===== config.mk =====
export PLATFORM = sky130hd
export DESIGN_NAME = ps2_device_tx
export DESIGN_NICKNAME = d
export VERILOG_FILES = /design/src/rtl/ps2_device_tx.sv
export SDC_FILE = /design/constraint.sdc
export NUM_CORES = 1
export LEC_CHECK = 0
export ABC_AREA = 1
export CAP_MARGIN = 20
export CORE_MARGIN = 1.5
export CORE_UTILIZATION = 45
export CTS_CLUSTER_DIAMETER = 40
export DETAILED_ROUTE_END_ITERATION = 10
export GPL_TIMING_DRIVEN = 0
export PLACE_DENSITY_LB_ADDON = 0.2
export SYNTH_ARGS = -nofsm -noshare
export SYNTH_HDL_FRONTEND = slang
export SYNTH_SLANG_ARGS = --single-unit
export TNS_END_PERCENT = 20

===== constraint.sdc =====
create_clock -name clk -period 3 [get_ports clk]
set_input_delay 0.3 -clock clk [delete_from_list [all_inputs] [get_ports clk]]
set_output_delay 0.3 -clock clk [all_outputs]
set_load 0.02 [all_outputs]

===== src/rtl/ps2_device_tx.sv =====
// ps2_device_tx: device-side PS/2 transmitter. It queues scan codes in a small
// FIFO and sends each one as an 11-bit frame on a PS/2 clock that it generates
// itself. If the host holds the clock low, the frame is aborted and the head
// byte is sent again once the lines have been idle long enough.
module ps2_device_tx #(
    parameter int HALF_CYC   = 2000,
    parameter int IDLE_CYC   = 2500,
    parameter int DEPTH_LOG2 = 3
) (
    input  logic                  clk,
    input  logic                  reset_n,
    input  logic [7:0]            code_in,
    input  logic                  code_valid,
    output logic                  code_ready,
    output logic                  dropped,
    output logic [DEPTH_LOG2:0]   fifo_count,
    output logic                  busy,
    output logic                  ps2_clk_out,
    output logic                  ps2_dat_out,
    input  logic                  ps2_clk_in,
    input  logic                  ps2_dat_in
);

    localparam int DEPTH = 1 << DEPTH_LOG2;
    localparam int CW    = DEPTH_LOG2 + 1;
    localparam int HW    = (HALF_CYC > 1) ? $clog2(HALF_CYC) : 1;
    localparam int IW    = $clog2(IDLE_CYC + 1);

    localparam logic [HW-1:0] HALF_LAST = HW'(HALF_CYC - 1);
    localparam logic [IW-1:0] IDLE_MAX  = IW'(IDLE_CYC);
    localparam logic [CW-1:0] FULL_CNT  = CW'(DEPTH);
    localparam logic [3:0]    LAST_BIT  = 4'd10;

    typedef enum logic [2:0] {
        S_IDLE,
        S_HIGH,
        S_LOW,
        S_GAP,
        S_ABORT
    } state_t;

    state_t                state_q, state_d;
    logic [HW-1:0]         half_cnt_q, half_cnt_d;
    logic [3:0]            bit_idx_q, bit_idx_d;
    logic [10:0]           frame_q, frame_d;
    logic [IW-1:0]         idle_cnt_q, idle_cnt_d;
    logic [DEPTH_LOG2-1:0] wr_ptr_q, wr_ptr_d;
    logic [DEPTH_LOG2-1:0] rd_ptr_q, rd_ptr_d;
    logic [CW-1:0]         count_q, count_d;
    logic [7:0]            mem_q [DEPTH];

    logic clk_s1_q, clk_s2_q;
    logic dat_s1_q, dat_s2_q;

    logic       push, pop, idle_clr;
    logic       clk_o, dat_o;
    logic [7:0] head;

    assign code_ready  = (count_q != FULL_CNT);
    assign dropped     = code_valid & ~code_ready;
    assign push        = code_valid & code_ready;
    assign fifo_count  = count_q;
    assign busy        = (state_q != S_IDLE);
    assign head        = mem_q[rd_ptr_q];
    assign ps2_clk_out = clk_o;
    assign ps2_dat_out = dat_o;

    // Two-flop synchronisers for the sampled bus lines; they reset to the pulled-up level.
    always_ff @(posedge clk) begin
        if (!reset_n) begin
            clk_s1_q <= 1'b1;
            clk_s2_q <= 1'b1;
            dat_s1_q <= 1'b1;
            dat_s2_q <= 1'b1;
        end else begin
            clk_s1_q <= ps2_clk_in;
            clk_s2_q <= clk_s1_q;
            dat_s1_q <= ps2_dat_in;
            dat_s2_q <= dat_s1_q;
        end
    end

    // FIFO storage needs no reset: the pointers and the count define which entries are valid.
    always_ff @(posedge clk) begin
        if (push) mem_q[wr_ptr_q] <= code_in;
    end

    // FIFO bookkeeping. A full FIFO rejects a push even when a pop happens in the same cycle.
    always_comb begin
        wr_ptr_d = wr_ptr_q;
        rd_ptr_d = rd_ptr_q;
        count_d  = count_q;
        if (push) wr_ptr_d = wr_ptr_q + 1'b1;
        if (pop)  rd_ptr_d = rd_ptr_q + 1'b1;
        case ({push, pop})
            2'b10:   count_d = count_q + 1'b1;
            2'b01:   count_d = count_q - 1'b1;
            default: count_d = count_q;
        endcase
    end

    // Idle counter: consecutive cycles with both lines high. It saturates, and GAP clears it.
    always_comb begin
        idle_cnt_d = idle_cnt_q;
        if (idle_clr || !(clk_s2_q && dat_s2_q))
            idle_cnt_d = '0;
        else if (idle_cnt_q != IDLE_MAX)
            idle_cnt_d = idle_cnt_q + 1'b1;
    end

    // Frame FSM. Each bit gets a HIGH half and then a LOW half. The host can inhibit only at the end of a HIGH half.
    always_comb begin
        state_d    = state_q;
        half_cnt_d = half_cnt_q;
        bit_idx_d  = bit_idx_q;
        frame_d    = frame_q;
        pop        = 1'b0;
        idle_clr   = 1'b0;
        clk_o      = 1'b1;
        dat_o      = 1'b1;
        case (state_q)
            S_IDLE: begin
                if (count_q != '0 && idle_cnt_q == IDLE_MAX) begin
                    // {stop, odd parity, d7..d0, start}; bit 0 goes out first
                    frame_d    = {1'b1, ~^head, head, 1'b0};
                    bit_idx_d  = '0;
                    half_cnt_d = '0;
                    state_d    = S_HIGH;
                end
            end
            S_HIGH: begin
                dat_o = frame_q[bit_idx_q];
                if (half_cnt_q == HALF_LAST) begin
                    half_cnt_d = '0;
                    state_d    = clk_s2_q ? S_LOW : S_ABORT;
                end else begin
                    half_cnt_d = half_cnt_q + 1'b1;
                end
            end
            S_LOW: begin
                clk_o = 1'b0;
                dat_o = frame_q[bit_idx_q];
                if (half_cnt_q == HALF_LAST) begin
                    half_cnt_d = '0;
                    if (bit_idx_q == LAST_BIT) begin
                        pop     = 1'b1;
                        state_d = S_GAP;
                    end else begin
                        bit_idx_d = bit_idx_q + 1'b1;
                        state_d   = S_HIGH;
                    end
                end else begin
                    half_cnt_d = half_cnt_q + 1'b1;
                end
            end
            S_GAP: begin
                idle_clr = 1'b1;
                state_d  = S_IDLE;
            end
            S_ABORT: begin
                state_d = S_IDLE;
            end
            default: state_d = S_IDLE;
        endcase
    end

    // State registers. Reset releases the lines and empties the FIFO, which discards any byte in flight.
    always_ff @(posedge clk) begin
        if (!reset_n) begin
            state_q    <= S_IDLE;
            half_cnt_q <= '0;
            bit_idx_q  <= '0;
            frame_q    <= '1;
            idle_cnt_q <= '0;
            wr_ptr_q   <= '0;
            rd_ptr_q   <= '0;
            count_q    <= '0;
        end else begin
            state_q    <= state_d;
            half_cnt_q <= half_cnt_d;
            bit_idx_q  <= bit_idx_d;
            frame_q    <= frame_d;
            idle_cnt_q <= idle_cnt_d;
            wr_ptr_q   <= wr_ptr_d;
            rd_ptr_q   <= rd_ptr_d;
            count_q    <= count_d;
        end
    end

endmodule


==> results.md <==
* Run status: finished, final reports clean
* Area of the multi-input gates at 2173 sq um
* Row count at 41
* Vias in the first global route at 4175
* Async SR Flop Fraction at 0%
* R2r setup slk at 0.34 ns
* Commonest cells after routing, fill and taps aside: nand2_1 (213), inv_1 (107), edfxtp_1 (64)
* Vias at 4498
* Chip width at 115.9 um
* Worst Path Arrival at 2.96 ns
* Routed WL per cell at 13.07 um
* # clock sinks at 121
* R2R Path Start: half_cnt_q[0]
* Pins Over Slew Limit at 0
* Core Box Area at 12520 sq um
* Crit share post-route at 88.58%
* Grt total ovfl at 0
* Commonest non-fill, non-tap cell in the layout: nand2_1
* Final net count at 761
* DRT Pass-1 Iters at 5
* Cell Area, Synth at 5734 sq um
* ANT cells at 0
* Hold Startpoint: dat_s1_q
* Fin Clk Skew at 0.01591 ns
* Sequential area share after synthesis at 53.41%
* Fill count at 1173
* Detailed Route Iter0 Violations at 380
* Post-synth top area cell: edfxtp_1
* Final WS setup at 0.3425 ns
* Number of synthesized register bits at 121
* Share of cells above drive strength 1 at 7.590%
* Req. time, crit path at 3.30 ns
* Flop pwr share at 45.7%
* Post-synth EDFFs at 64
* Area delta synth->final at 16.95%
* Worst vdd ir at 0.4610 mV
* Post-synth cell types at 39
* Synth Instances at 698
* CTS max path bufs at 2
* Slew at the pin closest to its max-slew limit at 0.9609 ns
* First-pass GRT wire length at 19.62 mm
* Switching power at 0.9730 mW
* Top cells by area, synth: edfxtp_1 (34%), dfxtp_1 (20%), nand2_1 (14%)
* Vias per cell at 4.873
* Post-Route WL at 12.06 mm
* CTS buffer count at 17
* PortBufs at 21
* Die area at 13430 sq um
* Largest net degree at the start of global routing at 17
* Final Wtd Congestion at 0.8804
* Crit path time final at 2.657 ns
* Worst-path clk slew at 0.06 ns
* Die height at 115.9 um
* Post-synth top area share at 33.52%
* Synth Net Count at 721
* CTS Hold Bufs at 0
* Worst Reg2Reg Path Length in Cells at 12
* Hold Path End: dat_s2_q
* Post-CTS setup buffer count at 0
* Clock Latency Late Sink at 0.42 ns
* Post-route ant nets at 0
* Hold path depth at 1
* Reg area at 3063 sq um
* P_leak at 2.905 nW
* Synth warn at 0
* H-tree Lvls at 4
* Worst hold path class: reg2reg
* PwrDens at 596.6 nW/um^2
* Unrepaired setup endpoints after global routing: no
* Highest clock rate at 376.3 MHz
* GR Util All Layers at 19.32%
* CTS root buffer: clkbuf_16
* Max-Slew Margin vs Limit at 35.70%
* CP Class: reg2reg
* Final hold viol count at 0
* Clock share of power at 46.2%
* Sw Ratio at 24.32%
* Residual DRC at 0
* Reg2reg end: fifo_count[3]
* Antenna violations before repair at 0
* Setup crit start kind: flip-flop
* Max-Cap Viols at 0
* Initial Utilization at 45.81%
* CTS tree: done
* Worst setup EP type: flip-flop
* I/O pin cnt at 22
* Post-DP HPWL at 8.227 mm
* Syn Area/Cell at 8.215 sq um
* Commonest register cell after synthesis: edfxtp_1
* Final setup violation count at 0
* CP Max Fanout at 8
* P_int at 3.028 mW
* Setup slack at placement at 0.1449 ns
* Final TNS setup at 0 ns
* Combinational power share at 8.1%
-- cell usage after synthesis (all sizes together) (2+ instances only) --
| library cell | n |
|---|---|
| a21oi | 27 |
| dfxtp | 57 |
| edfxtp | 64 |
| o21a | 2 |
| or2 | 5 |
| nand2 | 214 |
| clkbuf | 9 |
| o211ai | 9 |
| nor3 | 16 |
| ha | 10 |
| nor2 | 63 |
| buf | 8 |
| nand3 | 57 |
| nor3b | 2 |
| a211oi | 2 |
| inv | 110 |
| o21ai | 20 |
| nand4 | 6 |
| xnor2 | 2 |
| xor2 | 10 |
-- stage by stage --
step	std cells	util (%)	instance area [sq um]	power (mW)	hold slack, ns
after detailed placement	891	49.21	6160	2.186	0.4076
after global placement	891	49.21	6160	2.178	0.4028
after global routing	923	53.58	6706	4.140	0.4392
after CTS	923	53.52	6699	4.032	0.4177
after floorplan	698	-	5734	2.081	0.3925
final	923	53.58	6706	4.001	0.4151
-- power by group through the flow --
| stage | Clock [mW] | Combinational (mW) | Sequential (mW) |
|---|---|---|---|
| 4_1_cts | 1.88 | 0.325 | 1.83 |
| 3_5_place_dp | 0 | 0.324 | 1.86 |
| 3_3_place_gp | 0 | 0.318 | 1.86 |
| 6_report | 1.85 | 0.323 | 1.83 |
| 2_1_floorplan | 0 | 0.223 | 1.86 |
| 5_1_grt | 1.94 | 0.367 | 1.83 |
-- flip-flops by register name, summed over array words and instances (netlist names), named ones only --
signal	count
state_q	3
bit_idx_q	4
mem_q	64
frame_q	10
dat_s2_q	1
clk_s2_q	1
half_cnt_q	11
wr_ptr_q	3
dat_s1_q	1
rd_ptr_q	3
clk_s1_q	1
fifo_count	4
idle_cnt_q	12
-- timing repair --
item                                    CTS  global route
hold endpoints to repair                  0             0
gates resized for setup                   0             2
endpoints found under the setup margin    0             2
-- metal layers --
| metal | global-route usage (%) | part of all wire (%) |
|---|---|---|
| met3 | 5.439 | 4.3 |
| met2 | 31.96 | 49 |
| met1 | 23.60 | 45 |
| met4 | 8.537 | 1.9 |
| met5 | 0 | 0 |
-- final cells by class --
type,instances,area share (%)
buffer,17,1.343
clock buffer,19,6.455
clock inverter,13,1.586
inverter,110,6.194
multi-input combinational,450,32.41
sequential,121,45.67
tap,172,3.209
timing repair buffer,21,3.134
-- kinds of logic (layout without fill, tap and decap cells) --
| family | Yosys count | count (layout) | share of synthesized area, % |
|---|---|---|---|
| simple gates | 363 | 363 | 26.90 |
| buf+inv | 127 | 180 | 8.815 |
| flops | 121 | 121 | 53.41 |
| compound gates | 65 | 65 | 6.720 |
| xor+xnor | 12 | 12 | 1.964 |
| fa+ha+maj | 10 | 10 | 2.182 |
-- worst max-delay path by stage --
stage / startpoint / to / slack (ns) / cells past startpoint
after floorplan: half_cnt_q[0] / fifo_count[3] / 0.59 / 12
after global placement: half_cnt_q[0] / fifo_count[3] / 0.22 / 12
after detailed placement: half_cnt_q[0] / fifo_count[3] / 0.14 / 12
after CTS: half_cnt_q[0] / fifo_count[3] / 0.14 / 12
after global routing: half_cnt_q[0] / fifo_count[3] / 0.03 / 12
final: half_cnt_q[0] / fifo_count[3] / 0.34 / 12
-- critical path, stage by stage, from the launching register on --
cell and delay (ns):
dfxtp_1 0.40, ha_1 0.19, nand2_1 0.07, nor2_1 0.27, nand3_1 0.29, nor2_4 0.25, ha_1 0.26, xor2_1 0.24
nand3_1 0.13, a21oi_1 0.14, o21ai_0 0.11, o21ai_0 0.16, a21oi_1 0.06
Note: power is estimated with default switching activity, not from simulation.
